### config.mk
export PLATFORM = sky130hd
export DESIGN_NAME = fragment_hazard_scheduler
export DESIGN_NICKNAME = d
export VERILOG_FILES = /design/src/rtl/fragment_hazard_scheduler_pkg.sv /design/src/rtl/IndexScoreboard.sv /design/src/rtl/fragment_hazard_scheduler.sv
export SDC_FILE = /design/constraint.sdc
export NUM_CORES = 1
export LEC_CHECK = 0
export BUFFER_PORTS_ARGS = -buffer_cell sky130_fd_sc_hd__buf_2
export CAP_MARGIN = 15
export CORE_MARGIN = 1
export CORE_UTILIZATION = 56
export CTS_CLUSTER_DIAMETER = 60
export DETAILED_ROUTE_END_ITERATION = 8
export HOLD_SLACK_MARGIN = 0.1
export PLACE_DENSITY = 0.85
export SKIP_CTS_REPAIR_TIMING = 1
export SLEW_MARGIN = 20
export SYNTH_ARGS = -nofsm -noshare
export SYNTH_HDL_FRONTEND = slang
export SYNTH_SLANG_ARGS = --single-unit
### constraint.sdc
create_clock -name aclk -period 9.1 [get_ports aclk]
set_input_delay 2.73 -clock aclk [delete_from_list [all_inputs] [get_ports aclk]]
set_output_delay 2.73 -clock aclk [all_outputs]
set_load 0.02 [all_outputs]
### src/rtl/fragment_hazard_scheduler_pkg.sv
// Shared widths and defaults for the fragment hazard scheduler.
// Field widths and the hazard window default live here so every file agrees.
package fragment_hazard_scheduler_pkg;

  localparam int FHS_INDEX_WIDTH      = 14;
  localparam int FHS_SCREEN_POS_WIDTH = 16;
  localparam int FHS_SUB_PIXEL_WIDTH  = 8;
  localparam int FHS_DEPTH_WIDTH      = 32;
  localparam int FHS_HAZARD_WINDOW    = 6;
  localparam int FHS_INFLIGHT_WIDTH   = 4;
  localparam int FHS_STAT_WIDTH       = 32;

  function automatic logic [FHS_STAT_WIDTH-1:0] sat_inc(input logic [FHS_STAT_WIDTH-1:0] v);
    return (&v) ? v : v + FHS_STAT_WIDTH'(1);
  endfunction

endpackage

### src/rtl/IndexScoreboard.sv
// Shift register of recently issued framebuffer indices with a parallel compare.
// Latency: hazard is combinational from probe_index_i; no backpressure of its own.
module IndexScoreboard
  import fragment_hazard_scheduler_pkg::*;
#(
  parameter int INDEX_WIDTH = FHS_INDEX_WIDTH,
  parameter int DEPTH       = FHS_HAZARD_WINDOW
) (
  input  logic                   clk_i,
  input  logic                   rst_n_i,
  input  logic                   push_i,
  input  logic [INDEX_WIDTH-1:0] push_index_i,
  input  logic [INDEX_WIDTH-1:0] probe_index_i,
  output logic                   hazard_o
);

  logic [DEPTH-1:0]       valid_q;
  logic [INDEX_WIDTH-1:0] index_q [DEPTH];

  // Entry i holds what was issued i+1 cycles ago; it ages out after DEPTH cycles.
  always_ff @(posedge clk_i or negedge rst_n_i) begin
    if (!rst_n_i) begin
      valid_q <= '0;
      for (int i = 0; i < DEPTH; i++) index_q[i] <= '0;
    end else begin
      valid_q[0] <= push_i;
      index_q[0] <= push_index_i;
      for (int i = 1; i < DEPTH; i++) begin
        valid_q[i] <= valid_q[i-1];
        index_q[i] <= index_q[i-1];
      end
    end
  end

  always_comb begin
    hazard_o = 1'b0;
    for (int i = 0; i < DEPTH; i++) begin
      if (valid_q[i] && (index_q[i] == probe_index_i)) hazard_o = 1'b1;
    end
  end

endmodule

### src/rtl/fragment_hazard_scheduler.sv
// Issues fragments one per cycle unless the same framebuffer index was issued recently.
// Latency 1 cycle s->m; s_ready drops only on an index hazard, the m side never stalls.
module fragment_hazard_scheduler
  import fragment_hazard_scheduler_pkg::*;
#(
  parameter int FRAMEBUFFER_INDEX_WIDTH = FHS_INDEX_WIDTH,
  parameter int SCREEN_POS_WIDTH        = FHS_SCREEN_POS_WIDTH,
  parameter int SUB_PIXEL_WIDTH         = FHS_SUB_PIXEL_WIDTH,
  parameter int HAZARD_WINDOW           = FHS_HAZARD_WINDOW
) (
  input  logic                               aclk,
  input  logic                               resetn,
  input  logic                               s_valid,
  output logic                               s_ready,
  input  logic [4*SUB_PIXEL_WIDTH-1:0]       s_fragmentColor,
  input  logic [FHS_DEPTH_WIDTH-1:0]         s_depth,
  input  logic [FRAMEBUFFER_INDEX_WIDTH-1:0] s_index,
  input  logic [SCREEN_POS_WIDTH-1:0]        s_screenPosX,
  input  logic [SCREEN_POS_WIDTH-1:0]        s_screenPosY,
  output logic                               m_valid,
  output logic [4*SUB_PIXEL_WIDTH-1:0]       m_fragmentColor,
  output logic [FHS_DEPTH_WIDTH-1:0]         m_depth,
  output logic [FRAMEBUFFER_INDEX_WIDTH-1:0] m_index,
  output logic [SCREEN_POS_WIDTH-1:0]        m_screenPosX,
  output logic [SCREEN_POS_WIDTH-1:0]        m_screenPosY,
  input  logic                               fragmentProcessed,
  input  logic                               clearStats,
  output logic                               idle,
  output logic [FHS_STAT_WIDTH-1:0]          stallCycles
);

  localparam int PIXEL_WIDTH = 4 * SUB_PIXEL_WIDTH;

  logic hazard;
  logic issue;
  logic retire;

  logic                               m_valid_q, m_valid_d;
  logic [PIXEL_WIDTH-1:0]             m_color_q, m_color_d;
  logic [FHS_DEPTH_WIDTH-1:0]         m_depth_q, m_depth_d;
  logic [FRAMEBUFFER_INDEX_WIDTH-1:0] m_index_q, m_index_d;
  logic [SCREEN_POS_WIDTH-1:0]        m_pos_x_q, m_pos_x_d;
  logic [SCREEN_POS_WIDTH-1:0]        m_pos_y_q, m_pos_y_d;
  logic [FHS_INFLIGHT_WIDTH-1:0]      in_flight_q, in_flight_d;
  logic [FHS_STAT_WIDTH-1:0]          stall_cnt_q, stall_cnt_d;

  IndexScoreboard #(
    .INDEX_WIDTH (FRAMEBUFFER_INDEX_WIDTH),
    .DEPTH       (HAZARD_WINDOW)
  ) u_scoreboard (
    .clk_i         (aclk),
    .rst_n_i       (resetn),
    .push_i        (issue),
    .push_index_i  (s_index),
    .probe_index_i (s_index),
    .hazard_o      (hazard)
  );

  assign s_ready = ~hazard;
  assign issue   = s_valid & s_ready;
  // A retire with nothing in flight is a stray pulse and must not wrap the counter.
  assign retire  = fragmentProcessed & (in_flight_q != '0);

  always_comb begin
    m_valid_d   = issue;
    m_color_d   = m_color_q;
    m_depth_d   = m_depth_q;
    m_index_d   = m_index_q;
    m_pos_x_d   = m_pos_x_q;
    m_pos_y_d   = m_pos_y_q;
    in_flight_d = in_flight_q;
    stall_cnt_d = stall_cnt_q;

    if (issue) begin
      m_color_d = s_fragmentColor;
      m_depth_d = s_depth;
      m_index_d = s_index;
      m_pos_x_d = s_screenPosX;
      m_pos_y_d = s_screenPosY;
    end

    if (issue && !retire) begin
      in_flight_d = in_flight_q + FHS_INFLIGHT_WIDTH'(1);
    end else if (!issue && retire) begin
      in_flight_d = in_flight_q - FHS_INFLIGHT_WIDTH'(1);
    end

    if (clearStats) begin
      stall_cnt_d = '0;
    end else if (s_valid && !s_ready) begin
      stall_cnt_d = sat_inc(stall_cnt_q);
    end
  end

  always_ff @(posedge aclk or negedge resetn) begin
    if (!resetn) begin
      m_valid_q   <= 1'b0;
      m_color_q   <= '0;
      m_depth_q   <= '0;
      m_index_q   <= '0;
      m_pos_x_q   <= '0;
      m_pos_y_q   <= '0;
      in_flight_q <= '0;
      stall_cnt_q <= '0;
    end else begin
      m_valid_q   <= m_valid_d;
      m_color_q   <= m_color_d;
      m_depth_q   <= m_depth_d;
      m_index_q   <= m_index_d;
      m_pos_x_q   <= m_pos_x_d;
      m_pos_y_q   <= m_pos_y_d;
      in_flight_q <= in_flight_d;
      stall_cnt_q <= stall_cnt_d;
    end
  end

  assign m_valid         = m_valid_q;
  assign m_fragmentColor = m_color_q;
  assign m_depth         = m_depth_q;
  assign m_index         = m_index_q;
  assign m_screenPosX    = m_pos_x_q;
  assign m_screenPosY    = m_pos_y_q;
  assign idle            = (in_flight_q == '0) & ~s_valid;
  assign stallCycles     = stall_cnt_q;

endmodule

### Yosys cells after proc, flatten, opt, wreduce, memory -nomap -nowiden

Index checks and enable logic that the tools add are counted.

| storage, ports and cells | value |
|---|---|
| register bits after elaboration | 237 |

| cells by class | value |
|---|---|
| muxes and demuxes | 11 |
| equal/unequal tests | 7 |
| $add $sub $neg | 3 |
| reduce and logical (&&, ||, !) cells | 17 |
| bitwise operators | 5 |

Operators with widths:

| kind | number |
|---|---|
| $mux 32 | 3 |
| $eq 14x14->1 | 6 |
| $add 32x1->32 const B | 1 |
| $reduce_and 32->1 | 1 |
| $logic_and 1x1->1 | 9 |
| $mux 4 | 2 |
| $mux 1 | 6 |
| $add 4x1->4 const B | 1 |
| $logic_not 4->1 | 1 |
| $reduce_bool 2->1 | 2 |
| $reduce_bool 4->1 | 1 |
| $sub 4x1->4 const B | 1 |
| $and 1x1->1 | 3 |
| $logic_not 1->1 | 2 |
| $ne 2x2->1 const B | 1 |
| $not 1->1 | 2 |
| $reduce_and 2->1 | 1 |

### Logic depth before layout (Yosys ltp)

| logic depth | value |
|---|---|
| depth in word-level cells | 14 |
| depth in mapped cells | 18 |
| gate-level depth less buffers | 15 |

### Modules after synthesis

Synthesis repeated with hierarchy kept, for this count alone.

| unflattened totals | value |
|---|---|
| cell total of the unflattened synthesis | 681 |
| area, all modules | 9542.9 µm² |

By module, submodules not included:

| module | times used | cells an instance | area an instance (µm²) |
|---|---|---|---|
| fragment_hazard_scheduler | 1 | 462 | 6204.7 |
| IndexScoreboard | 1 | 219 | 3338.2 |

### Worst setup path before layout

No wires, ideal clock.

| timing | value |
|---|---|
| kind | in2out |
| from | input s_index[7] |
| to | output s_ready |
| slack | 2.533 ns |
| required time | 6.370 ns |
| arrival | 3.837 ns |
| cell stages on the path | 6 |
| buffers on the path | 1 |
| path through | buf_4 -> xnor2_1 -> nand4_1 -> nor4_1 -> nor4_2 -> and2_1 |

| between the ends | value |
|---|---|
| cells in the longest elaborated chain, start to end | 9 |
| elaborated cells between the ends (all ways) | 19 |

RTL lines:

| item | RTL line | text |
|---|---|---|
| start, declared | fragment_hazard_scheduler.sv:17 | `input logic [FRAMEBUFFER_INDEX_WIDTH-1:0] s_index,` |
| $eq 14x14->1 | IndexScoreboard.sv:38 | `if (valid_q[i] && (index_q[i] == probe_index_i)) hazard_o = 1'b1;` |
| $logic_and 1x1->1 | IndexScoreboard.sv:38 |  |
| $mux 1 (5 in series) | IndexScoreboard.sv:38 |  |
| $mux 1 * | IndexScoreboard.sv:38 |  |
| $not 1->1 * | fragment_hazard_scheduler.sv:59 | `assign s_ready = ~hazard;` |
| end, declared | fragment_hazard_scheduler.sv:14 | `output logic s_ready,` |

Every way passes the cells marked *; elsewhere a longest branch is shown, timed or not.

### Final worst setup path

| timing | value |
|---|---|
| from | input s_index[5] |
| to | output s_ready |

Same word-level chain as after synthesis.

==> key figures <==
Outcome
  – Outcome: finished, final reports clean

Setup path
  – Kind of start point of the critical path: input pin
  – Reg-to-reg setup timing slack: about 5500 ps
  – Biggest fanout along the worst timing path: 14
  – Arrival time of the worst setup path: 4410 ps
  – End of the worst register-to-register path: in_flight_q[3]$_DFFE_PN0P_
  – Data required time at the worst endpoint: between 6000 and 7000 ps
  – Crit Path Class: input pin to primary output
  – Kind of end point of the critical path: primary output
  – Startpoint of the lowest-slack register-to-register path: u_scoreboard.index_q[70]$_DFF_PN0_
  – R2r worst-path depth: 16

Global route
  – Most crowded layer after global routing: met2
  – Number of global-route vias before repair: between 6,000 and 7,000
  – GRT Residual Overflow: 0
  – GR Layer Usage met1: about 33%
  – Number of antenna violations at the first check in global routing: 2
  – GRT met2 Usage: 41.4%
  – Maximum number of pins on one net before global-route repair: just over 80
  – Fraction of met3 tracks used by global routing: under 10%
  – First-pass GRT wire length: roughly 35,000 um
  – Aggregate global-route resource usage: between 20% and 30%

Drt
  – Vias/cell: roughly 5.4
  – DR iter-0 viols: between 300 and 400
  – Antenna Nets Post-Route: 0
  – Pre-Repair DR Iteration Count: 5
  – Post-detailed-routing wire length: roughly 22,000 um
  – Detailed-route DRC error count: 0
  – Routed via count: around 6,200
  – Avg WL per Cell: approximately 19 um

Clock network
  – Maximum clock path buffer count: 3
  – Clock insertion delay at the later pin of the skew report: ~520 ps
  – Clock tree from TritonCTS: done
  – Library cell used as clock root buffer: sky130_fd_sc_hd__clkbuf_16
  – Clock transition at the registers of the reported paths: about 60 ps
  – CTS H-tree lvls: 1
  – CTS sink count: between 200 and 250
  – Clock buffers created by TritonCTS: 24

Yosys
  – Sequential fraction of the synthesis area: around 62%
  – Area contributors post-synth: sky130_fd_sc_hd__dfrtp_1 (62%), sky130_fd_sc_hd__mux2_2 (13%), sky130_fd_sc_hd__xnor2_1 (9.1%)
  – Yosys warns: 0
  – Share of the synthesized area in the top cell type: between 60 and 70%
  – Yosys top cell by area: sky130_fd_sc_hd__dfrtp_1
  – Number of storage elements in the synthesis netlist: 236
  – Share of async-settable or async-resettable flops after synthesis: 100%
  – Mapped Avg Cell Area: approximately 14 um^2
  – Combined area of all synthesized cells: roughly 9500 um^2
  – Net Count, Synth: between 700 and 800
  – Post-synthesis cell type count: 45
  – Number of flops mapped to enable cells by yosys: 0
  – Most common flop cell mapped by yosys: sky130_fd_sc_hd__dfrtp_1
  – Syn Inst Count: between 600 and 700

Min path
  – Hold WC Path Type: flip-flop to flip-flop
  – Hold path startpoint: u_scoreboard.index_q[31]$_DFF_PN0_
  – Number of instances on the worst hold path: 0
  – End point of the worst hold path: u_scoreboard.index_q[17]$_DFF_PN0_

Run
  – Maxcap violations: 0

Placed design
  – Final weighted congestion in routability-driven placement: between 0.8 and 0.9
  – Pre-CTS setup slack: roughly 2000 ps
  – # port buffers: about 260
  – Post-DP HPWL: around 15,000 um

Timing
  – Tcrit/Tclk final: between 70% and 80%
  – Transition time of the tightest slew-check pin: between 900 and 1000 ps
  – Skew final: 27.3 ps
  – TNS Setup: 0 ps
  – Final period demand of the worst path: around 7000 ps
  – Timing-limited maximum frequency: ~140 MHz
  – Number of pins exceeding their max-slew limit in the final report: 0
  – Final Worst Setup Slack: 1960 ps
  – Final number of hold-violating endpoints: 0
  – Final setup vio count: 0
  – Setup repair after global routing missed its margin: false
  – Max transition margin: a little under two fifths

Floorplanning
  – Vertical die dimension: 132 um
  – Standard cell core area: about 17,000 um^2
  – # IOs: 260
  – Number of standard-cell rows in the floorplan: 47
  – Initial Util: between 50% and 60%
  – Full die area: approximately 17,000 um^2
  – Floorplan die width: around 130 um

Finish
  – Fraction of layout instances using a drive strength above 1: a little under half
  – Final core occ: 70.4%
  – Top library cells by usage in the layout, fill and taps aside: sky130_fd_sc_hd__buf_2 (258), sky130_fd_sc_hd__dfrtp_1 (236), sky130_fd_sc_hd__mux2_2 (111)
  – Number of fill cells: 1,130
  – Most common cell after layout, fill and taps aside: sky130_fd_sc_hd__buf_2
  – Area delta synth->final: 22.7%
  – Post-layout net count: approximately 1,000

Power
  – Max IR drop VDD: roughly 0.00017 V
  – Total power divided by cell area: between 200 and 250 nW/um^2
  – Leakage power of the design: ~5.3 nW
## metrics by stage
stage / cell area (um^2) / power, mW / cells / hold WS (ps)
floorplan: 9480 / 1.40 / 670 / 353
global placement: 10900 / 1.52 / 1117 / 361
detailed placement: 10900 / 1.53 / 1117 / 360
CTS: 11600 / 2.48 / 1158 / 381
global route: 11600 / 2.56 / 1160 / 392
finish: 11600 / 2.45 / 1160 / 387
## metal layers
| metal | up-vias | share of wire (%) |
|---|---|---|
| li1 | 2852 | - |
| met1 | 3124 | 41 |
| met2 | 216 | 49 |
| met3 | 41 | 7.9 |
| met4 | 0 | 2.2 |
| met5 | - | 0 |
## kinds of logic (layout without fill, tap and decap cells)
family / after synthesis / count (layout) / synth area share (%)
AO/OA/AOI/OAI: 58 / 58 / 4.55
multiplexers: 112 / 112 / 13.3
other: 0 / 2 / 0
flip-flops: 236 / 236 / 62.3
XOR/XNOR: 99 / 99 / 9.15
AND/OR/NAND/NOR: 113 / 113 / 7.02
buffers and inverters: 47 / 315 / 2.93
adder cells (fa/ha/maj): 5 / 5 / 0.739
## power breakdown
part / internal, mW / switching (mW) / total, mW / leakage, nW
clock: 0.555 / 0.387 / 0.942 / 0.370
sequential: 1.13 / 0.0502 / 1.18 / 2.83
combinational: 0.146 / 0.186 / 0.333 / 2.07
## synth_stat cells (9+ instances only)
| library cell | n |
|---|---|
| sky130_fd_sc_hd__inv_1 | 10 |
| sky130_fd_sc_hd__nand3_1 | 18 |
| sky130_fd_sc_hd__buf_4 | 14 |
| sky130_fd_sc_hd__nor2_1 | 19 |
| sky130_fd_sc_hd__nand4_1 | 20 |
| sky130_fd_sc_hd__mux2_2 | 111 |
| sky130_fd_sc_hd__xnor2_1 | 98 |
| sky130_fd_sc_hd__nand2_1 | 11 |
| sky130_fd_sc_hd__nand3b_1 | 9 |
| sky130_fd_sc_hd__dfrtp_1 | 236 |
| sky130_fd_sc_hd__a21oi_1 | 19 |
| sky130_fd_sc_hd__buf_2 | 15 |
## critical path, stage by stage
cell                      delay, ps
sky130_fd_sc_hd__buf_2          230
sky130_fd_sc_hd__xnor2_1        160
sky130_fd_sc_hd__nand4_1        120
sky130_fd_sc_hd__nor4_1          60
sky130_fd_sc_hd__nor4_2         370
sky130_fd_sc_hd__buf_4          270
sky130_fd_sc_hd__and2_1         250
sky130_fd_sc_hd__buf_2          210
## area by class of cell
class / count / area [um^2] / share of cell area (%)
flip-flops and latches: 236 / 5910 / 50.8
multi-input cells: 387 / 3310 / 28.4
repair buffers: 264 / 1350 / 11.6
clock buffers: 37 / 699 / 6.01
well taps: 220 / 275 / 2.37
clock inverters: 4 / 56.3 / 0.484
inverters: 10 / 37.5 / 0.323
diodes: 2 / 5.00 / 0.0430
## state kept, by name (all words and copies together), names as in the netlist, 6 cells and up
| register | flops |
|---|---|
| u_scoreboard.index_q | 84 |
| m_screenPosX | 16 |
| u_scoreboard.valid_q | 6 |
| m_fragmentColor | 32 |
| stallCycles | 32 |
| m_depth | 32 |
| m_index | 14 |
| m_screenPosY | 16 |
## how the worst max path moves through the flow
stage | cells after the start | end | startpoint | slack, ps
after floorplan | 6 | s_ready | s_index[7] | 2530
after global placement | 8 | s_ready | s_index[5] | 1980
after detailed placement | 8 | s_ready | s_index[4] | 2000
after CTS | 8 | s_ready | s_index[4] | 1990
after global routing | 8 | s_ready | s_index[5] | 1890
final | 8 | s_ready | s_index[5] | 1960
(Power assumes the default switching activity.)
